===== src/rtl/serial_adder.sv =====
// Bit-serial ripple adder: {cout, sum} = a + b + cin, one bit per clock, LSB first.
// A single full-adder cell and a carry flop walk the operands; the result registers
// are only updated on the edge that enters DONE so they stay stable during RUN.
module serial_adder #(
  parameter int unsigned WIDTH = 8
) (
  input  logic             clk,
  input  logic             rst_n,
  input  logic             start,
  input  logic [WIDTH-1:0] a,
  input  logic [WIDTH-1:0] b,
  input  logic             cin,
  output logic             busy,
  output logic             done,
  output logic [WIDTH-1:0] sum,
  output logic             cout,
  output logic             overflow
);

  localparam int unsigned CntW = (WIDTH > 1) ? $clog2(WIDTH) : 1;

  typedef enum logic [1:0] {
    StIdle,
    StRun,
    StDone
  } state_e;

  state_e            state_q, state_d;
  logic [WIDTH-1:0]  a_sr_q, a_sr_d;
  logic [WIDTH-1:0]  b_sr_q, b_sr_d;
  logic [WIDTH-1:0]  s_sr_q, s_sr_d;
  logic              carry_q, carry_d;
  logic [CntW-1:0]   cnt_q, cnt_d;
  logic [WIDTH-1:0]  sum_q, sum_d;
  logic              cout_q, cout_d;
  logic              ovf_q, ovf_d;

  logic              bit_s;
  logic              bit_c;
  logic              last_bit;

  // Full-adder cell on the current LSBs and the running carry.
  assign bit_s    = a_sr_q[0] ^ b_sr_q[0] ^ carry_q;
  assign bit_c    = (a_sr_q[0] & b_sr_q[0]) | (a_sr_q[0] & carry_q) | (b_sr_q[0] & carry_q);
  assign last_bit = (cnt_q == CntW'(WIDTH - 1));

  // Next-state and datapath updates; everything holds by default.
  always_comb begin
    state_d = state_q;
    a_sr_d  = a_sr_q;
    b_sr_d  = b_sr_q;
    s_sr_d  = s_sr_q;
    carry_d = carry_q;
    cnt_d   = cnt_q;
    sum_d   = sum_q;
    cout_d  = cout_q;
    ovf_d   = ovf_q;

    unique case (state_q)
      StIdle: begin
        if (start) begin
          a_sr_d  = a;
          b_sr_d  = b;
          carry_d = cin;
          cnt_d   = '0;
          state_d = StRun;
        end
      end
      StRun: begin
        a_sr_d  = a_sr_q >> 1;
        b_sr_d  = b_sr_q >> 1;
        s_sr_d  = {bit_s, s_sr_q[WIDTH-1:1]};
        carry_d = bit_c;
        if (last_bit) begin
          // carry_q here is the carry into the MSB; XOR with carry out flags signed overflow.
          sum_d   = {bit_s, s_sr_q[WIDTH-1:1]};
          cout_d  = bit_c;
          ovf_d   = carry_q ^ bit_c;
          state_d = StDone;
        end else begin
          cnt_d = cnt_q + CntW'(1);
        end
      end
      StDone: begin
        state_d = StIdle;
      end
      default: begin
        state_d = StIdle;
      end
    endcase
  end

  // State and datapath registers with asynchronous clear.
  always_ff @(posedge clk or negedge rst_n) begin
    if (!rst_n) begin
      state_q <= StIdle;
      a_sr_q  <= '0;
      b_sr_q  <= '0;
      s_sr_q  <= '0;
      carry_q <= 1'b0;
      cnt_q   <= '0;
      sum_q   <= '0;
      cout_q  <= 1'b0;
      ovf_q   <= 1'b0;
    end else begin
      state_q <= state_d;
      a_sr_q  <= a_sr_d;
      b_sr_q  <= b_sr_d;
      s_sr_q  <= s_sr_d;
      carry_q <= carry_d;
      cnt_q   <= cnt_d;
      sum_q   <= sum_d;
      cout_q  <= cout_d;
      ovf_q   <= ovf_d;
    end
  end

  assign busy     = (state_q != StIdle);
  assign done     = (state_q == StDone);
  assign sum      = sum_q;
  assign cout     = cout_q;
  assign overflow = ovf_q;

endmodule


===== config.mk =====
export PLATFORM = sky130hd
export DESIGN_NAME = serial_adder
export DESIGN_NICKNAME = d
export VERILOG_FILES = /design/src/rtl/serial_adder.sv
export SDC_FILE = /design/constraint.sdc
export NUM_CORES = 1
export LEC_CHECK = 0
export CAP_MARGIN = 20
export CORE_MARGIN = 4
export CORE_UTILIZATION = 44
export CTS_CLUSTER_DIAMETER = 150
export DETAILED_ROUTE_END_ITERATION = 12
export PLACE_DENSITY = 0.71
export REMOVE_ABC_BUFFERS = 1
export SYNTH_ARGS = -nofsm -noshare
export SYNTH_HDL_FRONTEND = slang
export SYNTH_SLANG_ARGS = --single-unit

===== constraint.sdc =====
create_clock -name clk -period 1.5 [get_ports clk]
set_clock_uncertainty 0.15 [all_clocks]
set_input_delay 0.15 -clock clk [delete_from_list [all_inputs] [get_ports clk]]
set_output_delay 0.15 -clock clk [all_outputs]
set_load 0.03 [all_outputs]

# Yosys cells after proc, flatten, opt, wreduce, memory -nomap -nowiden
# Index checks and enable logic that the tools add are counted.
[totals] register_bits=40 inputBits=20 out_inout_bits=12
[op_classes] addsub=1 n_eq_ne=6 mux=12 bitwise_logic=8 n_reduce_logical=7
[op_table] op="8-bit one-hot mux with 2 select lines" count=2
[op_table] op="8-bit two-way mux" count=2
[op_table] op="3-bit two-way mux" count=2
[op_table] op="2-bit != test, second input constant" count=3
[op_table] op="3-bit one-hot mux with 2 select lines" count=1
[op_table] op="2-bit AND reduction" count=3
[op_table] op="2-bit two-way mux" count=2
[op_table] op="2-bit one-hot mux with 2 select lines" count=1
[op_table] op="2-bit nonzero test" count=2
[op_table] op="3-bit by 1-bit adder with 3-bit output, second input constant" count=1
[op_table] op="1-bit AND" count=3
[op_table] op="3-bit equality test, second input constant" count=1
[op_table] op="3-bit AND reduction" count=1
[op_table] op="1-bit bitwise XOR" count=3
[op_table] op="2-bit by 1-bit equality test with 1-bit output, second input constant" count=1
[op_table] op="2-bit equality test, second input constant" count=1
[op_table] op="2-bit logical NOT" count=1
[op_table] op="1-bit bitwise OR" count=2
[op_table] op="1-bit one-hot mux with 2 select lines" count=1
[op_table] op="1-bit two-way mux" count=1

# Longest topological paths before layout
[logic_depth] depth_word=4 depth_mapped=5 mapped_depth_nobuf=4

# Worst setup path after synthesis
# No wires, ideal clock.
[synth_timing] path_kind="reg-to-reg" from="register cnt_q[0]" to="register cout_q, in the netlist cout" t_arrival_ps=1370 t_required_ps=1225 path_slack_ps=-145 path_stages_with_launch=6 n_path_buf=1 period_less_slack_ps=1645 cell_sequence="dfrtp_1 > ha_1 > ha_1 > nand3b_2 > buf_6 > mux2_4"
[synth_via] elab_chain_cells=2
[synth_rtl] item="start: declaration" line="33" source="logic [CntW-1:0] cnt_q, cnt_d;"
[synth_rtl] item="start signal: assignment" line="111" source="cnt_q <= cnt_d;"
[synth_rtl] item="3-bit equality test" line="45" source="assign last_bit = (cnt_q == CntW'(WIDTH - 1));"
[synth_rtl] item="2-bit AND reduction (no line)"
[synth_rtl] item="end signal: assignment" line="113" source="cout_q <= cout_d;"
[synth_rtl] item="end: declaration" line="35" source="logic cout_q, cout_d;"
# No other way between the ends.
# A chain may end at the register's enable or synchronous reset.

# Worst setup path after layout
[layout_timing] from="register state_q[0]" to="output port busy"
[layout_via] elab_chain_cells=1
[layout_rtl] item="start: declaration" line="28" source="state_e state_q, state_d;"
[layout_rtl] item="start signal: assignment" line="96" source="state_q <= StIdle;"
[layout_rtl] item="start signal: assignment" line="106" source="state_q <= state_d;"
[layout_rtl] item="2-bit nonzero test" line="118" source="assign busy = (state_q != StIdle);"
[layout_rtl] item="end: declaration" line="13" source="output logic busy,"
# No other way between the ends.

==> metrics.cfg <==
[status]
status=complete, but fails checks
violations=setup timing

[grt]
grt_antenna_before_repair=0
grt_use_total_pct=18.2
grt_max_degree=24
grt_overflow=0
grt_pass1_wl_mm=7.43
grt_pass1_vias=1534

[floorplanning]
num_rows=23
initial_core_util_pct=46.2
dieArea_mm2=0.00540
die_x_um=73.5
io_pins=32
fp.dieH_um=73.5
core_mm2=0.00409

[pwr]
pwr_density_cell_mw_per_mm2=1940
vdd_drop_max_mv=0.864
static-leakage-power_nw=1.31
power_mw=5.59

[critical_path]
r2r-start=state_q[1]
worstPathMaxFanout=4
startpoint_type=register
r2r_cells=4
reg2reg_slack_ns=-0.11
arrival_ns=1.32
reg2reg_to=a_sr_q[6]
cp.required_ns=1.20
path_class=reg -> out
endpoint_kind=primary output

[drt]
viasPerCell=5.61
wl_met3_um=238
wl_per_cell_um=17.8
vias=1441
firstDrtPassIters=4
wl_met1_mm=1.83
wl_met2_mm=2.46
drc=0
top_layer_used=met4
routed_wl_mm=4.58
ant_nets=0
drtIter0Drc=54

[yosys]
syn_inst=144
syn_avg_cell_area_um2=13.1
synth.largest_area_cell=dfrtp_1
synthTopCellsByArea=dfrtp_1, mux2_4, o221a_2, or4b_1, mux2_2
async_reset_ff_share_pct=100
yosysMostFrequentCell=dfrtp_1
synth_edf_count=0
ys_types=29
netlist_top_cells_count=dfrtp_1, inv_1, mux2_4, o221a_2, or4b_1
synth_top_area_share_pct=51.7
synth_area_mm2=0.00189
ys_ff_latch=39
ys_warn_count=0
ys.flop_type=dfrtp_1
synth-seq-area-share_pct=51.7

[timing]
maxSlewHeadroom_pct=70.2
min_period_ns=1.62
finalSetupTns_ns=-1.10
fmax_mhz=618
worst_slew_pin_slew_ns=0.447
fin_crit_sh_pct=108
setup_violations=21
setup_slack_ns=-0.119
hold_viol=0
rsz0062_at_grt=true
drv_slew=0

[clocking]
cts_buffer_depth=2
cts_sinks=39
cts_tree=yes
clk_pin_slew_ns=0.08
cts_buffers=5
cts_htree_levels=2
clk-insertion-delay-late_ns=0.29
clock-root-buffer=clkbuf_8

[finish]
final_nets=229
antenna_cells=0
final_cell_area_mm2=0.00288
layout-drive-gt1-share_pct=47.8
syn_to_final_growth_pct=52.7
fin_util_pct=70.5

[placed_design]
placed_area_mm2=0.00236
hpwl_mm=2.64
place.gp.congestion=0.795
dp_slack_ns=-0.159
portBuffers=31

[min_path]
hp-class=in -> async

[job]
cap_violations=0

-- metal layers --
layer | vias to the layer above | global-route usage (%)
li1 | 666 | -
met1 | 732 | 21.8
met2 | 38 | 32.1
met3 | 5 | 4.65
met4 | 0 | 4.83
met5 | - | 0
-- stage by stage --
stage               cells  hold slack (ns)
floorplan             131           -0.296
global placement      233          -0.0381
detailed placement    233          -0.0329
CTS                   256            0.192
global route          257            0.214
finish                257            0.182
-- power by group --
part	internal, mW	switching (mW)	leakage (nW)
registers	1.55	0.335	0.460
clock network	0.318	0.374	0.0477
logic	1.70	1.31	0.800
-- cell type report --
cell class / count / area (µm²)
inverters: 10 / 37.5
multi-input cells: 82 / 1010
fillers: 288 / 1200
clock buffers: 5 / 68.8
clock inverters: 3 / 15.0
well taps: 50 / 62.6
repair buffers: 68 / 713
flip-flops and latches: 39 / 977
-- worst max-delay path, cell delays in order (launching register included) --
cell and delay [ns]:
dfrtp_1 0.40, buf_6 0.14, buf_6 0.12, or2_4 0.22, buf_6 0.14
-- what timing repair did --
action | in CTS | in global routing
endpoints found under the setup margin | 39 | 38
hold buffers | 1 | 0
resized for setup | 40 | 27
endpoints found under the hold margin | 39 | 0
setup buffers | 11 | 4
gates cloned | 3 | 0
pin swaps | 14 | 11
-- layout by cell type (no fill, tap or decap), types with 4 or more instances in the layout --
cell              n
buf_4            21
nor3b_1           8
nor4b_4           4
inv_1            10
mux2_4           11
dlygate4sd2_1    10
or4b_1            5
mux2_2            6
o221a_2           5
clkdlybuf4s50_1  18
buf_6             8
or4b_4            4
buf_12            5
clkbuf_8          5
o221a_4           4
dfrtp_1          38
-- cells by family (layout without fill, tap and decap cells) --
logic type | Yosys count | after routing | share of synthesized area [%]
AND/OR/NAND/NOR | 38 | 38 | 15.9
adder cells (fa/ha/maj) | 3 | 3 | 2.39
XOR/XNOR | 1 | 1 | 0.464
flip-flops | 39 | 39 | 51.7
multiplexers | 17 | 17 | 11.9
buffers and inverters | 23 | 86 | 6.36
AO/OA/AOI/OAI | 23 | 23 | 11.3
-- how the worst max path moves through the flow --
stage	startpoint	to	slack, ns	cells after the start
after floorplan	state_q[0]	s_sr_q[6]	-0.43	2
after global placement	start	carry_q	-0.12	4
after detailed placement	start	b_sr_q[6]	-0.16	4
after CTS	cnt_q[1]	sum[0]	-0.15	6
after global routing	state_q[0]	busy	-0.14	4
final	state_q[0]	busy	-0.12	4
-- state kept, by name (all words and copies together), names as in the netlist --
signal,cells
carry_q,1
overflow,1
state_q,2
b_sr_q,8
sum,8
cnt_q,3
s_sr_q,7
cout,1
a_sr_q,8
Note: power is estimated with default switching activity, not from simulation.
